`config.mk`:
```
export PLATFORM = sky130hd
export DESIGN_NAME = wb_mem_arbiter
export DESIGN_NICKNAME = d
export VERILOG_FILES = /design/src/rtl/wb_mem_arbiter.sv
export SDC_FILE = /design/constraint.sdc
export NUM_CORES = 1
export LEC_CHECK = 0
export CORE_AREA = 2 2 125 127
export CTS_CLUSTER_DIAMETER = 100
export DETAILED_ROUTE_END_ITERATION = 16
export DIE_AREA = 0 0 127 129
export PLACE_DENSITY = 0.5
export SETUP_SLACK_MARGIN = 0.2
export SLEW_MARGIN = 5
export SYNTH_ARGS = -nofsm -noshare
export SYNTH_HDL_FRONTEND = slang
export SYNTH_SLANG_ARGS = --single-unit
```
`constraint.sdc`:
```
create_clock -name wb_clk_i -period 2.45 [get_ports wb_clk_i]
set_input_delay 0.49 -clock wb_clk_i [delete_from_list [all_inputs] [get_ports wb_clk_i]]
set_output_delay 0.49 -clock wb_clk_i [all_outputs]
set_load 0.01 [all_outputs]
```
`src/rtl/wb_mem_arbiter.sv`:
```
// -----------------------------------------------------------------------------
// wb_mem_arbiter
// Shares one Wishbone memory port between a CPU master and a DMA master.
// A single transfer is granted at a time. The arbiter always passes through
// IDLE between two grants. A grant that waits too long for the memory ack is
// terminated with a forced ack carrying 32'hDEAD_BEEF and a timeout pulse.
//
// State table:
//   state   | meaning
//   --------+----------------------------------------------------------------
//   IDLE    | no owner, mem_* driven to 0, arbitration of incoming requests
//   GNT_CPU | CPU owns the memory port, waiting for mem_ack_i
//   GNT_DMA | DMA owns the memory port, waiting for mem_ack_i
//
// Parameters:
//   TIMEOUT  wait cycles allowed in a grant before the forced ack (8-bit)
//   RR_EN    1 = round-robin between masters, 0 = CPU always wins ties
//
// Ports:
//   wb_clk_i, wb_rst_i          clock, synchronous active-high reset
//   cpu_*_i / cpu_ack_o, cpu_dat_o   CPU Wishbone slave side
//   dma_*_i / dma_ack_o, dma_dat_o   DMA Wishbone slave side
//   mem_*_o / mem_ack_i, mem_dat_i   shared memory Wishbone master side
//   grant_o                     one-hot {dma, cpu} current owner
//   timeout_o                   one-cycle pulse when a grant times out
// -----------------------------------------------------------------------------
module wb_mem_arbiter #(
    parameter int TIMEOUT = 255,
    parameter bit RR_EN   = 1'b1
) (
    input  logic        wb_clk_i,
    input  logic        wb_rst_i,

    input  logic        cpu_cyc_i,
    input  logic        cpu_stb_i,
    input  logic        cpu_we_i,
    input  logic [3:0]  cpu_sel_i,
    input  logic [31:0] cpu_adr_i,
    input  logic [31:0] cpu_dat_i,
    output logic        cpu_ack_o,
    output logic [31:0] cpu_dat_o,

    input  logic        dma_cyc_i,
    input  logic        dma_stb_i,
    input  logic        dma_we_i,
    input  logic [3:0]  dma_sel_i,
    input  logic [31:0] dma_adr_i,
    input  logic [31:0] dma_dat_i,
    output logic        dma_ack_o,
    output logic [31:0] dma_dat_o,

    output logic        mem_cyc_o,
    output logic        mem_stb_o,
    output logic        mem_we_o,
    output logic [3:0]  mem_sel_o,
    output logic [31:0] mem_adr_o,
    output logic [31:0] mem_dat_o,
    input  logic        mem_ack_i,
    input  logic [31:0] mem_dat_i,

    output logic [1:0]  grant_o,
    output logic        timeout_o
);

    localparam logic [7:0]  TIMEOUT_C = 8'(TIMEOUT);
    localparam logic [31:0] TMO_DATA  = 32'hDEAD_BEEF;

    typedef enum logic [1:0] {
        IDLE    = 2'd0,
        GNT_CPU = 2'd1,
        GNT_DMA = 2'd2
    } state_t;

    state_t      r_state;
    logic [1:0]  r_grant;
    logic [7:0]  r_wait_cnt;
    logic        r_last_dma;
    logic        r_served;

    logic        w_cpu_req;
    logic        w_dma_req;
    logic        w_gnt_cpu;
    logic        w_gnt_dma;
    logic        w_own_cyc;
    logic        w_ack_live;
    logic        w_timeout;
    logic        w_done;
    logic        w_pick_dma;
    logic [31:0] w_rsp_dat;

    assign w_cpu_req = cpu_cyc_i & cpu_stb_i;
    assign w_dma_req = dma_cyc_i & dma_stb_i;
    assign w_gnt_cpu = (r_state == GNT_CPU);
    assign w_gnt_dma = (r_state == GNT_DMA);

    // The owner still holding cyc is what keeps a grant alive; once it lets
    // go, neither a late memory ack nor a timeout is reported to it.
    assign w_own_cyc = (w_gnt_cpu & cpu_cyc_i) | (w_gnt_dma & dma_cyc_i);

    // Acks are suppressed while reset is asserted so a reset in the middle of
    // a transfer never completes it on either side.
    assign w_ack_live = w_own_cyc & mem_ack_i & ~wb_rst_i;

    // A real ack arriving in the terminal-count cycle wins over the timeout.
    assign w_timeout  = w_own_cyc & ~mem_ack_i & ~wb_rst_i
                        & (r_wait_cnt == TIMEOUT_C);
    assign w_done     = w_ack_live | w_timeout;

    // Tie-break: a single last_dma bit cannot tell "CPU served last" from
    // "nothing served since reset", so r_served marks that at least one
    // transfer completed. Until then the CPU wins a tie; afterwards the
    // master not served last wins when round-robin is enabled.
    assign w_pick_dma = w_dma_req
                        & (~w_cpu_req | (RR_EN & r_served & ~r_last_dma));

    // Shared memory port mux: follows the owner, all-zero while idle.
    always_comb begin
        mem_cyc_o = 1'b0;
        mem_stb_o = 1'b0;
        mem_we_o  = 1'b0;
        mem_sel_o = 4'h0;
        mem_adr_o = 32'h0;
        mem_dat_o = 32'h0;
        if (w_gnt_cpu) begin
            mem_cyc_o = cpu_cyc_i;
            mem_stb_o = cpu_stb_i;
            mem_we_o  = cpu_we_i;
            mem_sel_o = cpu_sel_i;
            mem_adr_o = cpu_adr_i;
            mem_dat_o = cpu_dat_i;
        end else if (w_gnt_dma) begin
            mem_cyc_o = dma_cyc_i;
            mem_stb_o = dma_stb_i;
            mem_we_o  = dma_we_i;
            mem_sel_o = dma_sel_i;
            mem_adr_o = dma_adr_i;
            mem_dat_o = dma_dat_i;
        end
    end

    assign w_rsp_dat = w_timeout ? TMO_DATA : mem_dat_i;

    assign cpu_ack_o = w_gnt_cpu & w_done;
    assign dma_ack_o = w_gnt_dma & w_done;
    assign cpu_dat_o = cpu_ack_o ? w_rsp_dat : 32'h0;
    assign dma_dat_o = dma_ack_o ? w_rsp_dat : 32'h0;
    assign timeout_o = w_timeout;
    assign grant_o   = r_grant;

    always_ff @(posedge wb_clk_i) begin
        if (wb_rst_i) begin
            r_state    <= IDLE;
            r_grant    <= 2'b00;
            r_wait_cnt <= 8'h00;
            r_last_dma <= 1'b0;
            r_served   <= 1'b0;
        end else begin
            case (r_state)
                IDLE: begin
                    // Holding the counter at zero here clears it on grant entry.
                    r_wait_cnt <= 8'h00;
                    if (w_cpu_req | w_dma_req) begin
                        if (w_pick_dma) begin
                            r_state <= GNT_DMA;
                            r_grant <= 2'b10;
                        end else begin
                            r_state <= GNT_CPU;
                            r_grant <= 2'b01;
                        end
                    end
                end

                GNT_CPU, GNT_DMA: begin
                    if (!w_own_cyc) begin
                        // Owner abandoned the cycle: no completion recorded.
                        r_state    <= IDLE;
                        r_grant    <= 2'b00;
                        r_wait_cnt <= 8'h00;
                    end else if (w_done) begin
                        r_state    <= IDLE;
                        r_grant    <= 2'b00;
                        r_wait_cnt <= 8'h00;
                        r_last_dma <= w_gnt_dma;
                        r_served   <= 1'b1;
                    end else if (r_wait_cnt != TIMEOUT_C) begin
                        r_wait_cnt <= r_wait_cnt + 8'h01;
                    end
                end

                default: begin
                    r_state    <= IDLE;
                    r_grant    <= 2'b00;
                    r_wait_cnt <= 8'h00;
                end
            endcase
        end
    end

endmodule

```
Yosys cells after proc, flatten, opt, wreduce, memory -nomap -nowiden:

Cells that the tools add are included.

* eq/ne operators: 6
* bitwise operators: 23
* add/sub/neg operators: 1
* multiplexer cells: 20
* reductions and logical operators: 5

Operator list (count)
* 2-to-1 mux 32 bit: 7
* bitwise AND 1 bit: 13
* adder 8 x 1 -> 8 bit (second input constant): 1
* == test 8 bit (second input constant): 1
* 2-to-1 mux 2 bit: 4
* 2-to-1 mux 4 bit: 2
* != test 8 bit (second input constant): 1
* 2-to-1 mux 1 bit: 6
* NOT 1 bit: 6
* bitwise OR 1 bit: 4
* case mux 2 bit (2 select lines): 1
* OR reduction 4 bit: 1
* != test 3 bit (second input constant): 1
* AND reduction 3 bit: 1
* == test 2 x 1 -> 1 bit (second input constant): 1
* == test 2 bit (second input constant): 1
* logical NOT 2 bit: 1
* != test 2 bit (second input constant): 1
* AND reduction 2 bit: 1
* OR reduction 2 bit: 1

* output and inout bits: 140
* register bits: 12
* input bits: 177

Depth between registers and ports, before layout:

* word-level depth: 10
* mapped depth: 10

Worst setup path after synthesis:

OpenSTA, ideal clock, no wires.

* kind: reg2out
* start point: register, netlist name grant_o[0]
* end point: output dma_dat_o[10]
* buffers on the path: 3
* data arrival time: 1909 ps
* cell stages (with the launch flop): 11
* required time: 1960 ps
* path slack: 51 ps
* path through: dfxtp_1 inv_1 ha_1 a22oi_1 or2_4 or3_1 buf_6 inv_4 buf_8 buf_8 o21a_1

RTL lines
* end: declaration: RTL line 50 `output logic [31:0] dma_dat_o,`

==> reports/metrics.cfg <==
[critical_path]
crit_fanout=6
worstSetupPathType=register to output pin
reg2regPathDepth=7
slowest_delay_ns=0.36
critPathRequiredTime_ns=1.96
reg2reg_slack_ns=0.46
end_kind=output pin
start_kind=register
cp_data_arrival_time_ns=2.09
rr_endpoint=r_wait_cnt[7]$_SDFFE_PP0N_
crit_chain=inv_4, ha_4, a22oi_2, or2_4, buf_12, nor3b_4, buf_4, buf_12, buf_6, and3_4, buf_6
crit_slowest_cell=dfxtp_4
timing.rr.start=grant_o[0]$_SDFFE_PP0P_
startpoint=grant_o[0]$_SDFFE_PP0P_

[global_route]
grt_pass1_vias=3319
grt.overflow.total=0
grt_max_degree=33
grt_first_pass_wirelength_um=20200
track_usage=0.158
antenna_found_initial=0

[power_and_ir_drop]
p_leak_nw=2.89
vdd_drop_max_mv=0.348
power_density_nw_per_um2=281

[floorplan]
dieHeight_um=129
core_area_um2=15000
die-area_um2=16400
placementRows=45
io_pins=317
start_util=0.126
dieWidth_um=127

[cts]
clk_path_buf_depth=2
tritoncts=yes
clk_pin_slew_ns=0.05
clk-insertion-delay-late_ns=0.24
cts.sinks=12
cts_hold_buf=0
numCtsBuffers=3
htreeDepth=1
cts-root-buf=clkbuf_16

[routing]
vias=3573
drt-vias-per-instance=4.38
drtIter0Drc=117
routedWlPerCell_um=19.1
firstDrtPassIters=4
ant_nets=0
wirelength_um=15600
drc=0

[yosys]
syn_inst=243
ys.warnings.count=0
synth.avg_cell_area_um2=7.79
syn-cell-area_um2=1890
ys_ff_latch=12
synth_seq_area_share=0.127
synth_cell_types=35
syn-num-nets=424

[sta]
min_period_over_period=1.05
setup_ws_ns=-0.131
drv_slew=0
hold_viol=0
fin_crit_ns=2.58
tightest_slew_ns=0.315
worst_hold_slack_ns=0.470
finClkSkew_ns=0.00440
slew_headroom=0.787
fmax_mhz=387
rsz0062_at_grt=yes
setup_violations=64

[run]
cap_violations=0

[final_layout]
syn_to_final_growth_pct=232
nNetsFinal=810
antenna_cells=0
final_common_cell=clkdlybuf4s50_1
final_cell_mix=174 x clkdlybuf4s50_1, 98 x buf_2, 70 x a22o_1
drive_gt1_frac=0.427
fill_cells=1504

[status]
status=finished with violations
violations=negative setup slack

[hold_path]
worstHoldStart=r_served$_SDFFE_PP0P_
whs_endpoint=r_served$_SDFFE_PP0P_
whs_path_depth=1
holdCritPathClass=register to register

[placement]
preCtsSetupSlack_ns=-0.777
dp_hpwl_um=11000
gp_congestion=0.797
io_buffers=316

==> repair_timing <==
item / in CTS / in global routing
resized for setup: 573 / 103
pin swaps: 30 / 30
endpoints found under the setup margin: 138 / 124
gates cloned: 7 / 10
setup buffers: 26 / 16
==> per-layer routing <==
metal  part of all wire  GRT usage  wire [um]
met1               0.40      0.200       6290
met4              0.014     0.0252        221
met5                  0          0          0
met3              0.062     0.0162        968
met2               0.52      0.295       8080
==> power breakdown <==
group          switching [W]  total [W]  internal [W]
sequential        0.00000871   0.000211      0.000203
clock              0.0000912   0.000338      0.000247
combinational       0.000489    0.00122      0.000726
total               0.000589    0.00177       0.00118
==> cells in the mapped netlist <==
| library cell | instances | area, um^2 |
|---|---|---|
| nor3_1 | 3 | 15.0 |
| dfxtp_1 | 12 | 240 |
| o21ai_0 | 3 | 15.0 |
| buf_6 | 1 | 11.3 |
| o32a_1 | 1 | 10.0 |
| nand2b_1 | 2 | 12.5 |
| nor3b_2 | 2 | 25.0 |
| a31oi_1 | 1 | 6.26 |
| and3_1 | 18 | 113 |
| a22oi_1 | 1 | 7.51 |
| buf_8 | 2 | 30.0 |
| o21a_1 | 49 | 368 |
| and4_1 | 2 | 17.5 |
| o41ai_1 | 1 | 8.76 |
| ha_1 | 4 | 50.1 |
| buf_4 | 3 | 22.5 |
| nor2b_1 | 2 | 12.5 |
| xor2_1 | 2 | 17.5 |
| nor2_1 | 9 | 33.8 |
| a21oi_1 | 2 | 10.0 |
| nand2_1 | 9 | 33.8 |
| inv_1 | 7 | 26.3 |
| or3_1 | 2 | 12.5 |
| inv_4 | 1 | 6.26 |
| a22o_1 | 70 | 613 |
| or2_4 | 1 | 8.76 |
| clkbuf_1 | 21 | 78.8 |
| a211o_1 | 1 | 8.76 |
| or4_1 | 1 | 7.51 |
| buf_1 | 2 | 7.51 |
| mux2_2 | 1 | 11.3 |
| a2111o_1 | 1 | 11.3 |
| nand3_1 | 3 | 15.0 |
| a31o_2 | 1 | 8.76 |
| xnor2_1 | 2 | 17.5 |
==> stage by stage <==
stage | instances | setup TNS, ns | total power [W] | cell area (um^2) | utilization
final | 816 | -6.33 | 0.00177 | 6290 | 0.420
after global placement | 753 | -50.63 | 0.00138 | 5540 | 0.370
after floorplan | 243 | 0 | 0.000615 | 1930 | -
after detailed placement | 753 | -51.86 | 0.00138 | 5540 | 0.370
after global routing | 816 | -11.65 | 0.00185 | 6290 | 0.420
after CTS | 790 | -8.10 | 0.00168 | 5840 | 0.390
==> cell families after synthesis <==
logic type	count (synthesis)	share of synthesized area
AO/OA/AOI/OAI	131	0.564
flip-flops	12	0.127
multiplexers	1	0.00595
XOR/XNOR	4	0.0185
buffers and inverters	37	0.0965
adder cells (fa/ha/maj)	4	0.0264
AND/OR/NAND/NOR	54	0.162
==> how the worst max path moves through the flow <==
stage	to	slack [ns]	cells after the start
3_3_place_gp	dma_dat_o[27]	-0.74	8
3_5_place_dp	dma_dat_o[1]	-0.78	8
5_1_grt	cpu_dat_o[19]	-0.24	11
6_report	cpu_dat_o[29]	-0.13	11
2_1_floorplan	dma_dat_o[10]	0.16	10
4_1_cts	cpu_dat_o[22]	-0.18	11
==> registers in the layout, indices dropped and copies added, names as in the netlist <==
name and count:
grant_o 2, r_last_dma 1, r_served 1, r_wait_cnt 8
==> area by class of cell <==
class / count / area, um^2 / area share
clock buffers: 4 / 88.8 / 0.0141
well taps: 188 / 235 / 0.0374
inverters: 8 / 42.5 / 0.00676
repair buffers: 410 / 4070 / 0.647
flip-flops and latches: 12 / 250 / 0.0398
multi-input cells: 194 / 1600 / 0.255
==> worst max-delay path: cells and delay by family (launching register included) <==
| kind | cells | cell delay (ns) |
|---|---|---|
| AO/OA/AOI/OAI | 1 | 0.07 |
| adder cells (fa/ha/maj) | 1 | 0.13 |
| buffers and inverters | 6 | 0.66 |
| flip-flops | 1 | 0.36 |
| AND/OR/NAND/NOR | 3 | 0.63 |
Note: power is estimated with default switching activity, not from simulation.
